<file path="src/rtl/stopwatch_pkg.sv">
// Shared 7-segment font codes (active-low {dp,g,f,e,d,c,b,a}) and stopwatch field limits.
package stopwatch_pkg;

    localparam logic [7:0] FONT_0     = 8'hC0;
    localparam logic [7:0] FONT_1     = 8'hF9;
    localparam logic [7:0] FONT_2     = 8'hA4;
    localparam logic [7:0] FONT_3     = 8'hB0;
    localparam logic [7:0] FONT_4     = 8'h99;
    localparam logic [7:0] FONT_5     = 8'h92;
    localparam logic [7:0] FONT_6     = 8'h82;
    localparam logic [7:0] FONT_7     = 8'hF8;
    localparam logic [7:0] FONT_8     = 8'h80;
    localparam logic [7:0] FONT_9     = 8'h90;
    localparam logic [7:0] FONT_DASH  = 8'hBF;
    localparam logic [7:0] FONT_BLANK = 8'hFF;
    localparam logic [7:0] DP_MASK    = 8'h7F;

    localparam logic [6:0] MSEC_MAX = 7'd99;
    localparam logic [6:0] SEC_MAX  = 7'd59;
    localparam logic [6:0] MIN_MAX  = 7'd59;
    localparam logic [6:0] HOUR_MAX = 7'd23;

endpackage

</file>
<file path="src/rtl/fnd_digit_decoder.sv">
// Decimal digit (or dash) to active-low 7-segment pattern {g..a}.
// Latency: combinational; no backpressure. Codes above 9 render blank.
module fnd_digit_decoder
    import stopwatch_pkg::*;
(
    input  logic [3:0] digit,
    input  logic       dash,
    output logic [6:0] font
);

    always_comb begin
        font = FONT_BLANK[6:0];
        if (dash) begin
            font = FONT_DASH[6:0];
        end else begin
            case (digit)
                4'd0:    font = FONT_0[6:0];
                4'd1:    font = FONT_1[6:0];
                4'd2:    font = FONT_2[6:0];
                4'd3:    font = FONT_3[6:0];
                4'd4:    font = FONT_4[6:0];
                4'd5:    font = FONT_5[6:0];
                4'd6:    font = FONT_6[6:0];
                4'd7:    font = FONT_7[6:0];
                4'd8:    font = FONT_8[6:0];
                4'd9:    font = FONT_9[6:0];
                default: font = FONT_BLANK[6:0];
            endcase
        end
    end

endmodule

</file>
<file path="src/rtl/stopwatch_fnd_ctrl.sv">
// 4-digit common-anode FND scanner for the stopwatch (sec.msec or hour.min view).
// Latency: outputs registered on each scan tick; no backpressure, inputs sampled once per frame.
module stopwatch_fnd_ctrl
    import stopwatch_pkg::*;
#(
    parameter int CLK_HZ  = 100_000_000,
    parameter int SCAN_HZ = 1_000
) (
    input  logic       clk,
    input  logic       reset,
    input  logic [6:0] i_msec,
    input  logic [5:0] i_sec,
    input  logic [5:0] i_min,
    input  logic [4:0] i_hour,
    input  logic       i_sel,
    output logic [3:0] o_fnd_comm,
    output logic [7:0] o_fnd_font
);

    localparam int SCAN_DIV = CLK_HZ / SCAN_HZ;
    localparam int CNT_W    = (SCAN_DIV > 2) ? $clog2(SCAN_DIV) : 1;

    logic [CNT_W-1:0] scan_cnt;
    logic [1:0]       ptr;
    logic [1:0]       next_ptr;
    logic             tick;
    logic             wrap;

    logic [6:0] snap_msec;
    logic [5:0] snap_sec;
    logic [5:0] snap_min;
    logic [4:0] snap_hour;
    logic       snap_sel;

    logic [6:0] cur_msec;
    logic [5:0] cur_sec;
    logic [5:0] cur_min;
    logic [4:0] cur_hour;
    logic       cur_sel;

    logic [6:0] field_val;
    logic [6:0] field_max;
    logic [6:0] tens;
    logic [6:0] ones;
    logic [6:0] digit_val;
    logic       dash;
    logic       dp_on;
    logic [6:0] seg;

    assign tick     = (scan_cnt == CNT_W'(SCAN_DIV - 1));
    assign next_ptr = ptr + 2'd1;
    assign wrap     = tick && (ptr == 2'd3);

    // Digit 0 of a new frame is rendered from the values being latched this very edge.
    assign cur_msec = wrap ? i_msec : snap_msec;
    assign cur_sec  = wrap ? i_sec  : snap_sec;
    assign cur_min  = wrap ? i_min  : snap_min;
    assign cur_hour = wrap ? i_hour : snap_hour;
    assign cur_sel  = wrap ? i_sel  : snap_sel;

    always_comb begin
        field_val = cur_msec;
        field_max = MSEC_MAX;
        case ({cur_sel, next_ptr[1]})
            2'b00: begin
                field_val = cur_msec;
                field_max = MSEC_MAX;
            end
            2'b01: begin
                field_val = {1'b0, cur_sec};
                field_max = SEC_MAX;
            end
            2'b10: begin
                field_val = {1'b0, cur_min};
                field_max = MIN_MAX;
            end
            default: begin
                field_val = {2'b00, cur_hour};
                field_max = HOUR_MAX;
            end
        endcase
    end

    assign tens      = field_val / 7'd10;
    assign ones      = field_val % 7'd10;
    assign digit_val = next_ptr[0] ? tens : ones;
    assign dash      = (field_val > field_max) || (digit_val > 7'd9);
    assign dp_on     = (next_ptr == 2'd2) && (cur_msec < 7'd50);

    fnd_digit_decoder u_dec (
        .digit (digit_val[3:0]),
        .dash  (dash),
        .font  (seg)
    );

    always_ff @(posedge clk or posedge reset) begin
        if (reset) begin
            scan_cnt   <= '0;
            ptr        <= 2'd3;
            snap_msec  <= '0;
            snap_sec   <= '0;
            snap_min   <= '0;
            snap_hour  <= '0;
            snap_sel   <= 1'b0;
            o_fnd_comm <= 4'hF;
            o_fnd_font <= FONT_BLANK;
        end else begin
            scan_cnt <= tick ? '0 : scan_cnt + CNT_W'(1);
            if (tick) begin
                ptr        <= next_ptr;
                o_fnd_comm <= ~(4'b0001 << next_ptr);
                o_fnd_font <= {1'b1, seg} & (dp_on ? DP_MASK : FONT_BLANK);
            end
            if (wrap) begin
                snap_msec <= i_msec;
                snap_sec  <= i_sec;
                snap_min  <= i_min;
                snap_hour <= i_hour;
                snap_sel  <= i_sel;
            end
        end
    end

endmodule
</file>
<file path="config.mk">
export PLATFORM = sky130hd
export DESIGN_NAME = stopwatch_fnd_ctrl
export DESIGN_NICKNAME = d
export VERILOG_FILES = /design/src/rtl/stopwatch_pkg.sv /design/src/rtl/fnd_digit_decoder.sv /design/src/rtl/stopwatch_fnd_ctrl.sv
export SDC_FILE = /design/constraint.sdc
export NUM_CORES = 1
export LEC_CHECK = 0
export ABC_AREA = 1
export BUFFER_PORTS_ARGS = -buffer_cell sky130_fd_sc_hd__buf_2
export CAP_MARGIN = 20
export CORE_ASPECT_RATIO = 1.4
export CORE_MARGIN = 10
export CORE_UTILIZATION = 62
export CTS_CLUSTER_DIAMETER = 150
export DETAILED_ROUTE_END_ITERATION = 8
export PLACE_DENSITY = 0.86
export SETUP_SLACK_MARGIN = 0.5
export SYNTH_ARGS = -nofsm -noshare
export SYNTH_HDL_FRONTEND = slang
export SYNTH_SLANG_ARGS = --single-unit
</file>
<file path="constraint.sdc">
create_clock -name clk -period 9.7 [get_ports clk]
set_input_delay 0.97 -clock clk [delete_from_list [all_inputs] [get_ports clk]]
set_output_delay 0.97 -clock clk [all_outputs]
set_load 0.1 [all_outputs]
</file>
# == Word level (Yosys, flattened, before mapping) ==
# Memories as Yosys holds them, arrays and structs flattened.
# Cells that the tools add are included.
# totals
register_bits,56
mem_bits_ro,112
in_bits,27
elab_cells,41
mem_count,1
# classes
n_addsub,2
div_mod_pow,2
order_cmp,3
n_eq_ne,5
shift,1
n_mux,11
n_bitwise,2
n_reduce_logical,5
# mem_list
memory,depth,width,rd,rd_ports_with_merged_regs,write_ports,line,source
(name not given),16,7,1,0,0,fnd_digit_decoder.sv:16,case (digit)
# ops
op,count
2-to-1 mux 7 bit,3
case mux 7 bit (3 select lines),1
adder 17 x 1 -> 17 bit (second input constant),1
== test 17 bit (second input constant),1
2-to-1 mux 17 bit,1
case mux 7 bit (2 select lines),1
2-to-1 mux 6 bit,2
bitwise AND 8 bit,1
2-to-1 mux 8 bit,1
divider 7 x 4 -> 7 bit (second input constant),1
greater-than comparator 7 x 4 -> 1 bit (second input constant),1
greater-than comparator 7 bit,1
less-than comparator 7 x 6 -> 1 bit (second input constant),1
remainder unit 7 x 4 -> 7 bit (second input constant),1
== test 2 bit (second input constant),3
2-to-1 mux 5 bit,1
inverter 4 bit,1
<< shifter 1 x 2 -> 4 bit (first input constant),1
adder 2 x 1 -> 2 bit (second input constant),1
== test 2 x 1 -> 1 bit (second input constant),1
logical AND 1 bit,2
zero test 2 bit,1
OR reduction 2 bit,1
logical OR 1 bit,1
2-to-1 mux 1 bit,1

# == Depth between registers and ports, before layout ==
# depth
depth_word,11
depth_mapped,52
mapped_depth_nobuf,51

# == Cells and area by module ==
# Synthesis repeated with hierarchy kept, for this count alone.
# hier_totals
hier_cells,472
hier_area_um2,3642.2
# modules_own_cells
mod,instances,cells_each,area_each_um2
stopwatch_fnd_ctrl,1,439,3432.0
fnd_digit_decoder,1,33,210.2

# == Worst setup path after synthesis ==
# No wires, ideal clock.
# synth_timing
path_kind,reg2reg
start,register scan_cnt[0]
end,register o_fnd_font[3]
setup_ns,0.077
t_arrival_ns,5.326
t_required_ns,9.623
path_slack_ns,4.297
stages_incl_launch_ff,46
n_path_buf,1
synth_period_minus_slack_ns,5.403
cell_sequence,dfrtp_1 -> ha_1 -> nand3_1 -> nor2_4 -> nand3_2 -> inv_2 -> buf_2 -> nand2_1 -> nand2_1 -> inv_1 -> ha_1 -> nand3_1 -> nand2_1 -> o21ai_2 -> inv_1 -> ha_1 -> inv_1 -> nand2_2 -> (+10 left out) -> nand3_2 -> nand2_4 -> nand2_1 -> nand2_2 -> ha_1 -> inv_1 -> nand2_2 -> nand2_2 -> nor2_8 -> nand2_4 -> o21ai_2 -> inv_1 -> ha_1 -> nand3b_1 -> nand3_1 -> nand2_1 -> nor2_1 -> nor2_1
# synth_between
elab_chain_cells,11
word_cells_on_any_way,22
classes_between,2 x div; 2 x order compare; 3 x eq/ne; 9 x mux; 1 x bitwise; 4 x reduce/logical; 1 x memory
# synth_rtl
item,line,source
"start, declared",stopwatch_fnd_ctrl.sv:23,logic [CNT_W-1:0] scan_cnt;
"start signal, assigned",stopwatch_fnd_ctrl.sv:108,scan_cnt <= tick ? '0 : scan_cnt + CNT_W'(1);
== test 17 bit *,stopwatch_fnd_ctrl.sv:50,assign tick = (scan_cnt == CNT_W'(SCAN_DIV - 1));
logical AND 1 bit *,stopwatch_fnd_ctrl.sv:52,assign wrap = tick && (ptr == 2'd3);
2-to-1 mux 1 bit *,--,
net cur_sel,stopwatch_fnd_ctrl.sv:39,logic cur_sel;
"== test 2 bit, or another cell as far along",stopwatch_fnd_ctrl.sv:64,"case ({cur_sel, next_ptr[1]})"
case mux 7 bit (3 select lines),stopwatch_fnd_ctrl.sv:64,
remainder unit 7 x 4 -> 7 bit or divider 7 x 4 -> 7 bit (tied branches),"stopwatch_fnd_ctrl.sv:85, stopwatch_fnd_ctrl.sv:84",
2-to-1 mux 7 bit,stopwatch_fnd_ctrl.sv:86,assign digit_val = next_ptr[0] ? tens : ones;
greater-than comparator 7 x 4 -> 1 bit,stopwatch_fnd_ctrl.sv:87,assign dash = (field_val > field_max) || (digit_val > 7'd9);
logical OR 1 bit,stopwatch_fnd_ctrl.sv:87,
2-to-1 mux 7 bit *,fnd_digit_decoder.sv:13,if (dash) begin
bitwise AND 8 bit *,stopwatch_fnd_ctrl.sv:112,"o_fnd_font <= {1'b1, seg} & (dp_on ? DP_MASK : FONT_BLANK);"
"end signal, assigned",stopwatch_fnd_ctrl.sv:112,
"end, declared",stopwatch_fnd_ctrl.sv:17,output logic [7:0] o_fnd_font
# The timed path passes the listed nets; every way through them passes the cells marked *.
# A chain may end at the register's enable or synchronous reset.

# == Worst setup path after layout ==
# layout_timing
start,register ptr[0]
end,register o_fnd_font[3]
# layout_between
elab_chain_cells,11
word_cells_on_any_way,23
classes_between,1 x add/sub; 2 x div; 2 x order compare; 3 x eq/ne; 9 x mux; 1 x bitwise; 4 x reduce/logical; 1 x memory
# layout_rtl
item,line,source
"start, declared",stopwatch_fnd_ctrl.sv:24,logic [1:0] ptr;
"start signal, assigned",stopwatch_fnd_ctrl.sv:110,ptr <= next_ptr;
== test 2 bit *,stopwatch_fnd_ctrl.sv:52,
logical AND 1 bit *,stopwatch_fnd_ctrl.sv:52,
2-to-1 mux 1 bit *,--,
net cur_sel,stopwatch_fnd_ctrl.sv:39,
"== test 2 bit, or another cell as far along",stopwatch_fnd_ctrl.sv:64,
case mux 7 bit (3 select lines),stopwatch_fnd_ctrl.sv:64,
remainder unit 7 x 4 -> 7 bit or divider 7 x 4 -> 7 bit (tied branches),"stopwatch_fnd_ctrl.sv:85, stopwatch_fnd_ctrl.sv:84",
2-to-1 mux 7 bit,stopwatch_fnd_ctrl.sv:86,
greater-than comparator 7 x 4 -> 1 bit,stopwatch_fnd_ctrl.sv:87,
logical OR 1 bit,stopwatch_fnd_ctrl.sv:87,
2-to-1 mux 7 bit *,fnd_digit_decoder.sv:13,
bitwise AND 8 bit *,stopwatch_fnd_ctrl.sv:112,
# Marks and branches as above.

==> flow_metrics.env <==
export IMPL_post_place_instance_area_mm2=0.004109
export IMPL_setup_total_negative_slack_ns=0
export IMPL_tritoncts_num_buffers=5
export IMPL_synth_fp_nets=575
export IMPL_synth_edf_count=0
export IMPL_cts_repair_timing_setup_buffer_count=0
export IMPL_route_final_wire_length_mm=8.994
export IMPL_finalHoldViolations=0
export IMPL_worst_endpoint_arrival_ns=6.81
export IMPL_cap_viol_max_count=0
export IMPL_synth_cell_area_mm2=0.003864
export IMPL_critical_path_slowest_cell="sky130_fd_sc_hd__dfstp_2"
export IMPL_cts_max_path_buffers=2
export IMPL_worst_pin_slew_ns=0.7148
export IMPL_number_of_nets_in_the_finished_design=613
export IMPL_global_route_wire_length_before_repair_mm=15.43
export IMPL_antenna_left=0
export IMPL_diodes=0
export IMPL_grt_start_max_net_pins=57
export IMPL_layout_cells_most_common_list="sky130_fd_sc_hd__nand2_1 (147), sky130_fd_sc_hd__inv_1 (78), sky130_fd_sc_hd__nor2_1 (45)"
export IMPL_worst_hold_slack_ns=0.4747
export IMPL_finClkSkew_ns=0.004958
export IMPL_dp_final_hpwl_mm=6.970
export IMPL_area_delta_synth_final_pct=9.132
export IMPL_die_y_um=113.4
export IMPL_worstSetupEndpointType="register"
export IMPL_clk_pin_slew_worst_paths_ns=0.10
export IMPL_layoutNonFillerInstCount=635
export IMPL_post_cts_resized_instances=0
export IMPL_synth_ff_type="sky130_fd_sc_hd__dfrtp_1"
export IMPL_synthesis_yosys_warnings=0
export IMPL_worst_slew_margin_rel=0.5235
export IMPL_final_area_mm2=0.004217
export IMPL_power_density_mw_per_mm2=94.13
export IMPL_cts_root_buffer_cell="sky130_fd_sc_hd__clkbuf_8"
export IMPL_period_minus_slack_ns=6.563
export IMPL_cp_buffers_inverters=7
export IMPL_drt_iter0_markers=183
export IMPL_io_pins=39
export IMPL_setup_viol=0
export IMPL_dr_pass1_iters=5
export IMPL_residual_drc=0
export IMPL_grt_use_total=0.1885
export IMPL_critPathLaunchType="register"
export IMPL_vias_in_the_first_global_route=3426
export IMPL_async_reset_ff_frac=1.000
export IMPL_tritoncts_clock_tree="yes"
export IMPL_clock_insertion_delay_worst_skew_ns=0.31
export IMPL_cts_htree_levels=2
export IMPL_cts_sink_count=56
export IMPL_buffer_ports_inserted=38
export IMPL_worstHoldPathType="register to register"
export IMPL_post_synthesis_cell_type_count=48
export IMPL_grt_antenna_before_repair=0
export IMPL_worst_ir_drop_vdd_mv=0.06368
export IMPL_final_fill_count=514
export IMPL_max_clock_freq_mhz=152.4
export IMPL_drt_vias_per_instance=5.438
export IMPL_crit_path_max_incr_delay_ns=0.69
export IMPL_final_min_period_over_clock_period=0.6766
export IMPL_layout_commonest_cell="sky130_fd_sc_hd__nand2_1"
export IMPL_floorplan_initialDensity=0.6307
export IMPL_mapped_cells=524
export IMPL_run_status="finished, final reports clean"
export IMPL_synth_sequential_area_ratio=0.3672
export IMPL_worst_ep_required_time_ns=9.95
export IMPL_crit_top_cell="sky130_fd_sc_hd__nand2_1"
export IMPL_syn_mean_instance_area_um2=7.373
export IMPL_cts_hold_buf=0
export IMPL_grt_overflow_total=0
export IMPL_worstSetupPathType="register to register"
export IMPL_cp_max_fo=15
export IMPL_detailroute_via_count=3453
export IMPL_synth_register_bits=56
export IMPL_power_static_leakage_nw=2.227
export IMPL_design_die_area_mm2=0.009834
export IMPL_finalPower_mw=0.3969
export IMPL_dpl_cell_count=627
export IMPL_setup_repair_after_global_routing_missed_its_margin="false"
export IMPL_wl_per_cell_um=14.16
export IMPL_die_width_um=86.72
export IMPL_worst_path_dominant_cell_family="simple AND/OR/NAND/NOR gates"
export IMPL_gp_congestion=0.9613
export IMPL_layout_drive_gt1_share=0.2149
export IMPL_report_final_slew_viol_count=0
export IMPL_fp_row_count=34
export IMPL_coreArea_mm2=0.006126
state kept, by name, indices dropped and copies added, names as in the netlist:
| signal | flops |
|---|---|
| snap_hour | 5 |
| ptr | 2 |
| snap_msec | 7 |
| o_fnd_comm | 4 |
| snap_min | 6 |
| scan_cnt | 17 |
| o_fnd_font | 8 |
| snap_sec | 6 |
| snap_sel | 1 |
final timing paths:
| path | slack (ns) | to | startpoint | cells after the start |
|---|---|---|---|---|
| min in group asynchronous | 0.85 | scan_cnt[7] | reset | 3 |
| min reg2reg | 0.47 | scan_cnt[0] | scan_cnt[0] | 1 |
| min | 0.47 | scan_cnt[0] | scan_cnt[0] | 1 |
| max in group asynchronous | 8.38 | snap_sel | reset | 3 |
| max | 3.14 | o_fnd_font[3] | ptr[0] | 42 |
| max reg2reg | 3.14 | o_fnd_font[3] | ptr[0] | 42 |
Yosys cell counts (3+ instances only):
cell	instances	area, um^2
sky130_fd_sc_hd__nand2_1	147	551.8
sky130_fd_sc_hd__inv_1	79	296.5
sky130_fd_sc_hd__nor2_1	45	168.9
sky130_fd_sc_hd__nand3_1	43	215.2
sky130_fd_sc_hd__dfrtp_1	42	1051
sky130_fd_sc_hd__ha_1	24	300.3
sky130_fd_sc_hd__nand2_2	15	93.84
sky130_fd_sc_hd__dfstp_2	14	367.9
sky130_fd_sc_hd__inv_2	12	45.04
sky130_fd_sc_hd__a21oi_1	8	40.04
sky130_fd_sc_hd__nand4_1	8	50.05
sky130_fd_sc_hd__o21ai_0	8	40.04
sky130_fd_sc_hd__nand2_4	6	67.56
sky130_fd_sc_hd__nand3_2	6	60.06
sky130_fd_sc_hd__nor3_1	6	30.03
sky130_fd_sc_hd__a21oi_2	5	43.79
sky130_fd_sc_hd__and2_1	4	25.02
sky130_fd_sc_hd__buf_2	4	20.02
sky130_fd_sc_hd__nand3b_1	4	30.03
sky130_fd_sc_hd__xor2_1	4	35.03
sky130_fd_sc_hd__clkbuf_1	3	11.26
sky130_fd_sc_hd__nor2_2	3	18.77
sky130_fd_sc_hd__o21ai_2	3	26.28
through the flow:
step,setup slack (ns),util
5_1_grt,2.381,0.6883
3_5_place_dp,3.217,0.6708
4_1_cts,3.171,0.6883
6_report,3.137,0.6883
3_3_place_gp,3.625,0.6708
2_1_floorplan,4.297,-
report_power, final:
group	switching [mW]	leakage (nW)	internal [mW]
logic	0.00700	1.55	0.00412
clock network	0.0754	0.0552	0.0768
registers	0	0.624	0.234
total	0.0824	2.23	0.314
routing by layer:
metal  up-vias  wire length, um  global-route usage  share of wire
met5         -                0                   0              0
met4         0              318             0.08992          0.035
met3        25              351             0.01997          0.039
met2       103             4728              0.3361           0.53
met1      1610             3596              0.2163           0.40
li1       1715                -                   -              -
cells by family after synthesis:
kind of cell	share of synthesized area
DFF	0.3672
and+or+nand+nor	0.3585
xor gates and xnor gates	0.009066
adders and majority gates	0.07772
buffers and inverters	0.1004
AOI/OAI and AO/OA	0.08712
area by class of cell:
type,count,area (um^2),area share
multi-input combinational,368,2057,0.4878
sequential,56,1419,0.3365
inverter,92,345.3,0.08190
timing repair buffer,39,197.7,0.04688
tap,72,90.09,0.02137
clock buffer,6,72.57,0.01721
clock inverter,2,35.03,0.008309
Note: power is estimated with default switching activity, not from simulation.
